**src/rtl/fb_pkg.sv**
```systemverilog
// Shared types for the framebuffer burst reader: FSM state encoding and
// a constant-width helper for the word counter.
package fb_pkg;

    typedef enum logic [1:0] {
        IDLE  = 2'd0,
        CMD   = 2'd1,
        DRAIN = 2'd2
    } fb_rd_state_t;

    function automatic int clog2(input int value);
        int result;
        result = 0;
        while ((1 << result) < value) begin
            result = result + 1;
        end
        return result;
    endfunction

endpackage

```
**src/rtl/fb_burst_reader.sv**
```systemverilog
// Burst read engine: turns display burst requests into fixed-length SDRAM read
// commands (at most MAXOUT outstanding) and forwards returned words one cycle later.
module fb_burst_reader
    import fb_pkg::*;
#(
    parameter int AN     = 24,
    parameter int DN     = 16,
    parameter int BURST  = 8,
    parameter int MAXOUT = 2
) (
    input  logic          clkSYS,
    input  logic          n_reset,
    input  logic          flush,
    input  logic          req,
    input  logic [AN-1:0] req_addr,
    output logic          req_ack,
    output logic [DN-1:0] mem_data,
    output logic          mem_valid,
    output logic          cmd_req,
    output logic [AN-1:0] cmd_addr,
    input  logic          cmd_ack,
    input  logic [DN-1:0] rsp_data,
    input  logic          rsp_valid,
    output logic [1:0]    pending,
    output logic          busy,
    output fb_rd_state_t  state_dbg
);

    localparam int         CW       = clog2(BURST);
    localparam logic [1:0] MAXOUT_W = 2'(MAXOUT);
    localparam logic [CW-1:0] LAST_WORD = CW'(BURST - 1);

    // Handshakes: a request transfers in the cycle req_ack is 1 (req_addr sampled
    // then); a command transfers in the cycle cmd_req and cmd_ack are both 1, and
    // cmd_req never drops before that; rsp_valid and mem_valid are unthrottled strobes.

    fb_rd_state_t  state;
    fb_rd_state_t  state_nxt;
    logic [CW-1:0] word_cnt;
    logic          flush_seen;
    logic          cmd_seen;
    logic          cmd_accept;
    logic          word_take;
    logic          burst_end;
    logic          room;

    assign room       = (pending < MAXOUT_W);
    assign cmd_accept = cmd_req && cmd_ack;
    // Words with nothing outstanding belong to no command and are dropped.
    assign word_take  = rsp_valid && (pending != 2'd0);
    assign burst_end  = word_take && (word_cnt == LAST_WORD);
    assign busy       = (state != IDLE) || (pending != 2'd0);
    assign state_dbg  = state;

    always_comb begin
        state_nxt = state;
        req_ack   = 1'b0;
        cmd_req   = 1'b0;
        case (state)
            IDLE: begin
                if (flush) begin
                    state_nxt = DRAIN;
                end else if (req && room) begin
                    req_ack   = 1'b1;
                    state_nxt = CMD;
                end
            end
            CMD: begin
                // A flushed command is still completed; the controller cannot retract it.
                cmd_req = 1'b1;
                if (cmd_ack) begin
                    state_nxt = (flush || flush_seen) ? DRAIN : IDLE;
                end
            end
            DRAIN: begin
                if ((pending == 2'd0) && !flush) begin
                    state_nxt = IDLE;
                end
            end
            default: state_nxt = IDLE;
        endcase
    end

    always_ff @(posedge clkSYS or negedge n_reset) begin
        if (!n_reset) begin
            state      <= IDLE;
            pending    <= 2'd0;
            word_cnt   <= '0;
            flush_seen <= 1'b0;
            cmd_seen   <= 1'b0;
            cmd_addr   <= '0;
            mem_data   <= '0;
            mem_valid  <= 1'b0;
        end else begin
            state      <= state_nxt;
            flush_seen <= (state == CMD) && !cmd_ack && (flush || flush_seen);
            if (cmd_accept) begin
                cmd_seen <= 1'b1;
            end
            if (req_ack) begin
                cmd_addr <= req_addr;
            end
            if (word_take) begin
                word_cnt <= word_cnt + 1'b1;
            end
            if (cmd_accept && !burst_end) begin
                pending <= pending + 2'd1;
            end else if (!cmd_accept && burst_end) begin
                pending <= pending - 2'd1;
            end
            if (rsp_valid) begin
                mem_data <= rsp_data;
            end
            mem_valid <= word_take && (state != DRAIN) && !flush && !flush_seen;
        end
    end

    // Words left over from a burst abandoned by reset are tolerated until the
    // first command after reset completes.
    a_no_stray_rsp : assert property (@(posedge clkSYS) disable iff (!n_reset)
        !(rsp_valid && (pending == 2'd0) && cmd_seen));

    a_pending_max : assert property (@(posedge clkSYS) disable iff (!n_reset)
        pending <= MAXOUT_W);

endmodule

```
**config.mk**
```make
export PLATFORM = sky130hd
export DESIGN_NAME = fb_burst_reader
export DESIGN_NICKNAME = d
export VERILOG_FILES = /design/src/rtl/fb_pkg.sv /design/src/rtl/fb_burst_reader.sv
export SDC_FILE = /design/constraint.sdc
export NUM_CORES = 1
export LEC_CHECK = 0
export ABC_AREA = 1
export CAP_MARGIN = 20
export CORE_AREA = 2 2 77 79
export CTS_CLUSTER_DIAMETER = 100
export DETAILED_ROUTE_END_ITERATION = 8
export DIE_AREA = 0 0 79 81
export GPL_TIMING_DRIVEN = 1
export PLACE_DENSITY_LB_ADDON = 0.25
export SYNTH_ARGS = -nofsm -noshare
export SYNTH_HDL_FRONTEND = slang
export SYNTH_SLANG_ARGS = --single-unit
```
**constraint.sdc**
```tcl
create_clock -name clkSYS -period 1.4 [get_ports clkSYS]
set_input_delay 0.28 -clock clkSYS [delete_from_list [all_inputs] [get_ports clkSYS]]
set_output_delay 0.28 -clock clkSYS [all_outputs]
set_load 0.1 [all_outputs]
```
# ---- After elaboration in Yosys (flattened, before gate mapping)
# Cells that the tools add are included.
dict set report classes {
  addsub 3
  mul 0
  div_mod_pow 0
  order_cmp 1
  eq_ne 7
  n_shift 0
  n_mux 12
  n_bitwise 0
  n_reduce_logical 25
}
# operator n
set op_table {}
lappend op_table {{2-to-1 mux 2 bit} 7}
lappend op_table {{logical AND 1 bit} 12}
lappend op_table {{!= test 2 bit, second input constant} 3}
lappend op_table {{case mux 2 bit (3 select lines)} 1}
lappend op_table {{nonzero test 2 bit} 3}
lappend op_table {{zero test 1 bit} 5}
lappend op_table {{zero test 2 bit} 2}
lappend op_table {{2-to-1 mux 1 bit} 4}
lappend op_table {{adder 3 x 1 -> 3 bit, second input constant} 1}
lappend op_table {{equality test 3 bit, second input constant} 1}
lappend op_table {{!= test 3 bit, second input constant} 1}
lappend op_table {{AND reduction 3 bit} 1}
lappend op_table {{adder 2 x 1 -> 2 bit, second input constant} 1}
lappend op_table {{equality test 2 x 1 -> 1 bit, second input constant} 1}
lappend op_table {{equality test 2 bit, second input constant} 1}
lappend op_table {{logical OR 1 bit} 2}
lappend op_table {{< comparator 2 bit, second input constant} 1}
lappend op_table {{subtractor 2 x 1 -> 2 bit, second input constant} 1}
dict set report word_totals {
  ff_bits 49
  latchBits 0
  ram_bits 0
  mem_bits_ro 0
  in_bits 46
  elab_cells 55
  mem_count 0
}

# ---- Logic depth before layout (Yosys ltp)
# Gate-level depths: netlist of the first run.
dict set report logic_depth {
  depth_word 7
  ltp_mapped 9
  mapped_depth_nobuf 8
}

# ---- Worst setup path before layout of the first run
# Ideal clock, no wire load.
dict set report synth_path {
  path_type {register to register}
  from {register state[0] (netlist: state_dbg[0])}
  to {register state[1] (netlist: state_dbg[1])}
  t_arrival_ns 2.852
  setup_slack_ns -1.573
  stages_incl_launch_ff 6
  cell_sequence {dfrtp_1 inv_1 nor2_1 nand2_1 nand2_1 a21oi_1}
}
dict set report synth_between {
  elab_chain_len 3
  elab_cells_between_ends 8
}
# item line
set synth_lines {}
lappend synth_lines {{start, declared} fb_burst_reader.sv:37} ;# fb_rd_state_t state;
lappend synth_lines {{start signal, assigned} fb_burst_reader.sv:95} ;# state <= state_nxt;
lappend synth_lines {{equality test 2 bit (tied with other cells)} fb_burst_reader.sv:59} ;# case (state)
lappend synth_lines {{!= test 2 bit (no line) / != test 3 bit (equally long branches)} n/a}
lappend synth_lines {{AND reduction 3 bit (no line)} n/a}
# Several ways; a longest one is shown, not always the timed one.
# A chain may end at the register's enable or synchronous reset.

# ---- Final worst setup path of the first run
dict set report layout_path {
  from {register state[0] (netlist: state_dbg[0])}
  to {output port req_ack}
}
dict set report layout_between {
  elab_chain_len 2
}
# item line
set layout_lines {}
lappend layout_lines {{zero test 2 bit} fb_burst_reader.sv:59}
lappend layout_lines {{2-to-1 mux 1 bit} fb_burst_reader.sv:59}
lappend layout_lines {{end, declared} fb_burst_reader.sv:16} ;# output logic req_ack,
# Every way passes these cells.

==> results.md, run 1 <==
- 1st-pass router iterations: 4
- Post-route insts no fill: between 300 and 400
- Die ar.: roughly 6400 um^2
- Port bufs: 93
- Synthesized Nets: about 240
- Slew Limit Fails: 0
- Synthesized cell area: 1990 um^2
- # IOs: 94
- Syn Inst Count: 194
- Global placement routability congestion: ~0.67
- Root Buffer: clkbuf_8
- Synth warn: 0
- Failing checks: negative setup slack
- Total Wirelength: ~4900 um
- DRC violations left: 0
- Reg-to-reg critical path startpoint: pending[0]
- Hold Path Origin: word_cnt[0]
- Initial antenna violation count: 0
- Finished Cell Area: 3840 um^2
- Worst Path Arrival: 1.34 ns
- GR Overflow Total: 0
- Max frequency: between 0.6 and 0.7 GHz
- Vias: approximately 1.7k
- Most common cell after layout, fill and taps aside: nand2_1
- Endpoint class of the critical path: primary output
- Largest net degree at the start of global routing: 50
- Library cells used by synthesis: 20
- Biggest fanout along the worst timing path: 4
- Post-synth top flop: dfrtp_1
- Worst skew pair latency: approximately 0.30 ns
- H-tree depth: 2
- Inst Count DP: 366
- Layout area overhead: 93.2%
- Vias per cell: 4.38
- Most frequent cells in the layout: nand2_1 (88), buf_12 (50), dfrtp_1 (45), clkdlybuf4s50_1 (44), mux2_2 (16)
- WL/cell: 12.6 um
- Core Util, Final: 67.6%
- Share of the synthesized area in the top cell type: about three fifths
- Avg Inst Size Synth: approximately 10 um^2
- Clock Pin Slew Worst Setup and Hold Paths: 0.09 ns
- Outcome: finished, violations left
- Clock Path Buffers: 2
- HPWL after DPL: around 3600 um
- Final hold violation count: 0
- Async set or reset register ratio after synthesis: between 90% and 100%
- Setup-failing EPs final: 5
- Setup CP Type: register to primary output
- Ranking of synthesized cells by area: dfrtp_1 (62%), nand2_1 (17%), mux2_2 (9.1%), ha_1 (1.9%), inv_1 (1.9%)
- CTS tree: built
- Tcrit/Tclk final: 116%
- Worst-Margin Slew: 0.264 ns
- Placed cell areas: about 3600 um^2
- Total CTS buffers: 5
- CP required: ~1.1 ns
- Share of cells above drive strength 1: a little over a third
- Final min period: approximately 1.6 ns
- Yosys top cell by area: dfrtp_1
- Slew headroom: between 80% and 90%
- Layout Nets: around 360
- HP Class: register to register
- Critical Path Source: state_dbg[0]
- Startpoint types: register
- Max-cap violations: 0
- Initial Util: 35.0%
- Core Area: about 5700 um^2
- RSZ-0062 raised after global routing: yes
- FP Rows: 28
- Vias in the first global route: roughly 1.7k
- CTS sink cnt: approximately 50
- Total negative slack: -0.620 ns
- Final WS setup: -0.223 ns
- Routed Antenna Nets: 0
- Post-synth EDFFs: 0
- First-pass GRT wire length: between 7000 and 8000 um
- Antenna diode count: 0
- Die Wd: 79 um
- Synth Register Bits: 49
- Sequential area share after synthesis: 61.7%
- 1st-iter DRT viols: 74
- Setup Skew: between 0.006 and 0.007 ns
- Gr usage total: 15.7%
- Die Ht: roughly 80 um
-- cell families after synthesis --
logic type | Yosys count | synth area share, %
simple gates | 104 | 21.4
flops | 49 | 61.7
buf+inv | 17 | 4.28
mux | 16 | 9.07
compound gates | 3 | 0.755
fa+ha+maj | 3 | 1.89
xor+xnor | 2 | 0.882
-- sequential cells by signal, indices dropped and copies added, names as in the netlist --
| register | cells |
|---|---|
| mem_data | 16 |
| mem_valid | 1 |
| flush_seen | 1 |
| word_cnt | 3 |
| state_dbg | 2 |
| cmd_addr | 24 |
| pending | 2 |
-- routing by layer --
layer	routed length, um	track usage [%]
met1	2010	18.7
met3	377	5.56
met5	0	0
met2	2420	27.1
met4	46	4.14
-- cell usage after synthesis, types with 2 or more instances --
| library cell | n |
|---|---|
| a21oi_1 | 2 |
| buf_2 | 3 |
| buf_4 | 2 |
| dfrtp_1 | 49 |
| ha_1 | 3 |
| inv_1 | 10 |
| mux2_2 | 16 |
| nand2_1 | 91 |
| nand3_1 | 3 |
| nor2_1 | 3 |
| nor3_1 | 2 |
| xnor2_1 | 2 |
-- final timing paths --
kind / end / slack, ns / cells past startpoint
setup / recovery: req_ack / -0.22 / 4
hold / removal: word_cnt[0] / 0.49 / 1
setup reg to reg: pending[1] / -0.05 / 9
hold reg to reg: word_cnt[0] / 0.49 / 1
max in group asynchronous: pending[1] / 0.66 / 3
min in group asynchronous: mem_data[14] / 0.50 / 3
-- worst max-delay path, stage by stage, from the launching register on --
cell     delay, ns
dfrtp_4       0.53
nor2_4        0.16
nand3_4       0.11
inv_4         0.08
buf_12        0.17
-- metrics by stage --
step,hold slack [ns],setup WS (ns)
after floorplan,-0.0156,-0.164
after global placement,0.294,-0.247
after detailed placement,0.289,-0.270
after CTS,0.492,-0.232
after global routing,0.504,-0.264
final,0.488,-0.223
-- area by class of cell --
cell class	instances	area, um^2
Clock buffer	5	68.8
Clock inverter	2	35.0
Fill cell	440	1840
Inverter	11	46.3
Multi-Input combinational cell	128	736
Sequential cell	49	1240
Tap cell	75	93.8
Timing Repair Buffer	114	1620
-- repair_timing --
action | 4_1_cts | 5_1_grt
setup endpoints to repair | 5 | 25
buffers inserted | 7 | 3
endpoints found under the hold margin | 49 | 0
gates cloned | 0 | 0
hold buffers | 1 | 0
resized for setup | 10 | 4
pin swaps | 4 | 5
Power of run 1 is left out: the tool's default activity adds up to more than one toggle a clock period on the data nets, which glitch-free logic cannot reach.
==> inputs of run 2 (changes only) <==
--- a/config.mk
+++ b/config.mk
@@ -7,11 +7,11 @@
 export LEC_CHECK = 0
 export ABC_AREA = 1
 export CAP_MARGIN = 20
-export CORE_AREA = 2 2 77 79
+export CORE_AREA = 2 2 71 73
 export CTS_CLUSTER_DIAMETER = 100
 export DETAILED_ROUTE_END_ITERATION = 8
-export DIE_AREA = 0 0 79 81
-export GPL_TIMING_DRIVEN = 1
+export DIE_AREA = 0 0 73 75
+export GPL_TIMING_DRIVEN = 0
 export PLACE_DENSITY_LB_ADDON = 0.25
 export SYNTH_ARGS = -nofsm -noshare
 export SYNTH_HDL_FRONTEND = slang
==> constraint.sdc (replaced) <==
create_clock -name clkSYS -period 2 [get_ports clkSYS]
set_input_delay 0.4 -clock clkSYS [delete_from_list [all_inputs] [get_ports clkSYS]]
set_output_delay 0.4 -clock clkSYS [all_outputs]
set_load 0.1 [all_outputs]
==> run 2 against run 1 <==
  * The run now ends clean
  * Cell area is 19% lower
  * Clock skew shrank 0.0011 ns
  * Core utilization fell by 0.68 points
  * Sequential share of layout area is 7.1 points higher
  * First-iteration DRC count fell by 23%
  * Critical endpoint is now state_dbg[0]
  * Largest cell class is now sequential cells
  * Highest routed layer unchanged
==> results.md, run 2 (synthesized netlist as in run 1, its figures left out) <==
- Outcome: completed
- HPWL after DPL: 3310 um (-7.4%)
- Worst slack at placement: -1.03 ns (-0.758 ns)
- CTS sink cnt: 49 (unchanged)
- Setup Skew: 0.00546 ns (-0.00110 ns)
- Worst-Margin Slew: 0.983 ns (+0.719 ns)
- Critical path buffer and inverter count: 1 (-1)
- Slew Limit Fails: 0 (unchanged)
- Max frequency: between 0.5 and 0.6 GHz
- Core Area: 4660 um^2 (-18%)
- Biggest register: cmd_addr
- Max FFs per register: 24 (unchanged)
- Endpoint class of the critical path: primary output
- CP required: 1.60 ns (+0.48 ns)
- Layout Nets: 348 (-2.8%)
- Antenna diode count: 0 (unchanged)
- Hold slack: 0.0734 ns (-0.414 ns)
- WL/cell: 12.6 um (-0.40%)
- DRC violations left: 0 (unchanged)
- Die ar.: 5480 um^2 (-14%)
- Largest regs: cmd_addr: 24 flops, mem_data: 16 flops, word_cnt: 3 flops
- Final min period: between 1.5 and 2 ns
- Gr usage total: 16.7% (+0.98 points)
- GR Overflow Total: 0 (unchanged)
- Setup CP Type: register to primary output
- Fill cells: 383 (-13%)
- Max-cap violations: 0 (unchanged)
- Largest net degree at the start of global routing: 28 (-44%)
- Startpoint types: register
- Worst skew pair latency: 0.29 ns (about the same)
- CTS tree: built
- H-tree depth: 2 (unchanged)
- First-pass GRT wire length: 6910 um (-12%)
- Global placement routability congestion: 0.696 (+3.7%)
- Cts hold-fix bufs: 0 (-1)
- Port bufs: 92 (-1.1%)
- Root Buffer: clkbuf_8
- Most frequent cells in the layout: nand2_1 (90), dfrtp_1 (45), clkdlybuf4s50_1 (43), dlygate4sd2_1 (41), mux2_2 (16)
- Total negative slack: 0 ns (+0.620 ns)
- Crit-path cells: clkdlybuf4s15_1
- Slowest stage delay, CP: 0.84 ns (+0.31 ns)
- Clock Pin Slew Worst Setup and Hold Paths: 0.09 ns (about the same)
- Total CTS buffers: 5 (unchanged)
- Layout area overhead: 57.1%
- Setup-failing EPs final: 0 (-5)
- # IOs: 94 (unchanged)
- Final hold violation count: 0 (unchanged)
- FP Rows: 25 (-11%)
- 1st-iter DRT viols: 57 (-23%)
- Most common cell after layout, fill and taps aside: nand2_1
- Initial antenna violation count: 0 (unchanged)
- Die Ht: 75 um (-7.4%)
- Vias per cell: 4.58 (+4.5%)
- Worst Path Arrival: 1.56 ns (+0.22 ns)
- Share of cells above drive strength 1: 17.0% (-20 points)
- Vias in the first global route: 1564 (-8.4%)
- RSZ-0062 raised after global routing: no
- Slowest-stage cell, CP: clkdlybuf4s15_1
- Tcrit/Tclk final: a little over nine tenths
- Crit path max-delay family: buffers and inverters
- Final WS setup: 0.0426 ns (+0.265 ns)
- Clock Path Buffers: 2 (unchanged)
- Vias: 1620 (-3.6%)
- Total Wirelength: 4460 um (-8.2%)
- HP Class: primary input to asynchronous set/reset pin
- Routed Antenna Nets: 0 (unchanged)
- Biggest fanout along the worst timing path: 4 (unchanged)
- Slew headroom: 34.7% (-48 points)
- Die Wd: 73 um (-7.6%)
- 1st-pass router iterations: 4 (unchanged)
- Initial Util: 42.6% (+7.6 points)
## run 2: worst paths after layout
kind                              start           end  slack, ns  cells after the start
max                        state_dbg[0]  state_dbg[0]       0.04                      1
min                             n_reset   mem_data[6]       0.07                      1
max reg2reg                  pending[0]    pending[1]       0.36                      8
min reg2reg                cmd_addr[10]  cmd_addr[10]       0.48                      2
max in group asynchronous       n_reset  cmd_addr[10]       1.41                      2
min in group clkSYS        cmd_addr[10]  cmd_addr[10]       0.48                      2
## run 2: routing by layer
metal  part of all wire (%)  GRT usage (%)  up-vias
li1                       -              -      812
met1                     40           19.5      751
met2                     53           29.0       55
met3                    6.6           5.35        2
met4                   0.56           5.56        0
met5                      0              0        -
## run 2: final cells by class
class,instances,area [um^2],share of cell area (%)
Sequential cell,49,1230,39.5
Buffer,5,30.0,0.962
Multi-Input combinational cell,128,686,22.0
Tap cell,54,67.6,2.17
Timing Repair Buffer,99,943,30.2
Clock buffer,7,86.3,2.77
Inverter,11,46.3,1.48
Clock inverter,1,30.0,0.962
## run 2: stage by stage
stage | instances | util, % | instance area [um^2]
floorplan | 194 | - | 2000
global placement | 340 | 64.2 | 2990
detailed placement | 341 | 64.5 | 3010
CTS | 349 | 66.3 | 3090
global route | 354 | 67.0 | 3120
finish | 354 | 67.0 | 3120
## run 2: repair_timing
| item | 4_1_cts | 5_1_grt |
|---|---|---|
| gates resized for setup | 65 | 3 |
| pin swaps | 0 | 1 |
| endpoints found under the setup margin | 48 | 3 |
| buffers inserted | 0 | 6 |
Power of run 2 is left out for the same reason.
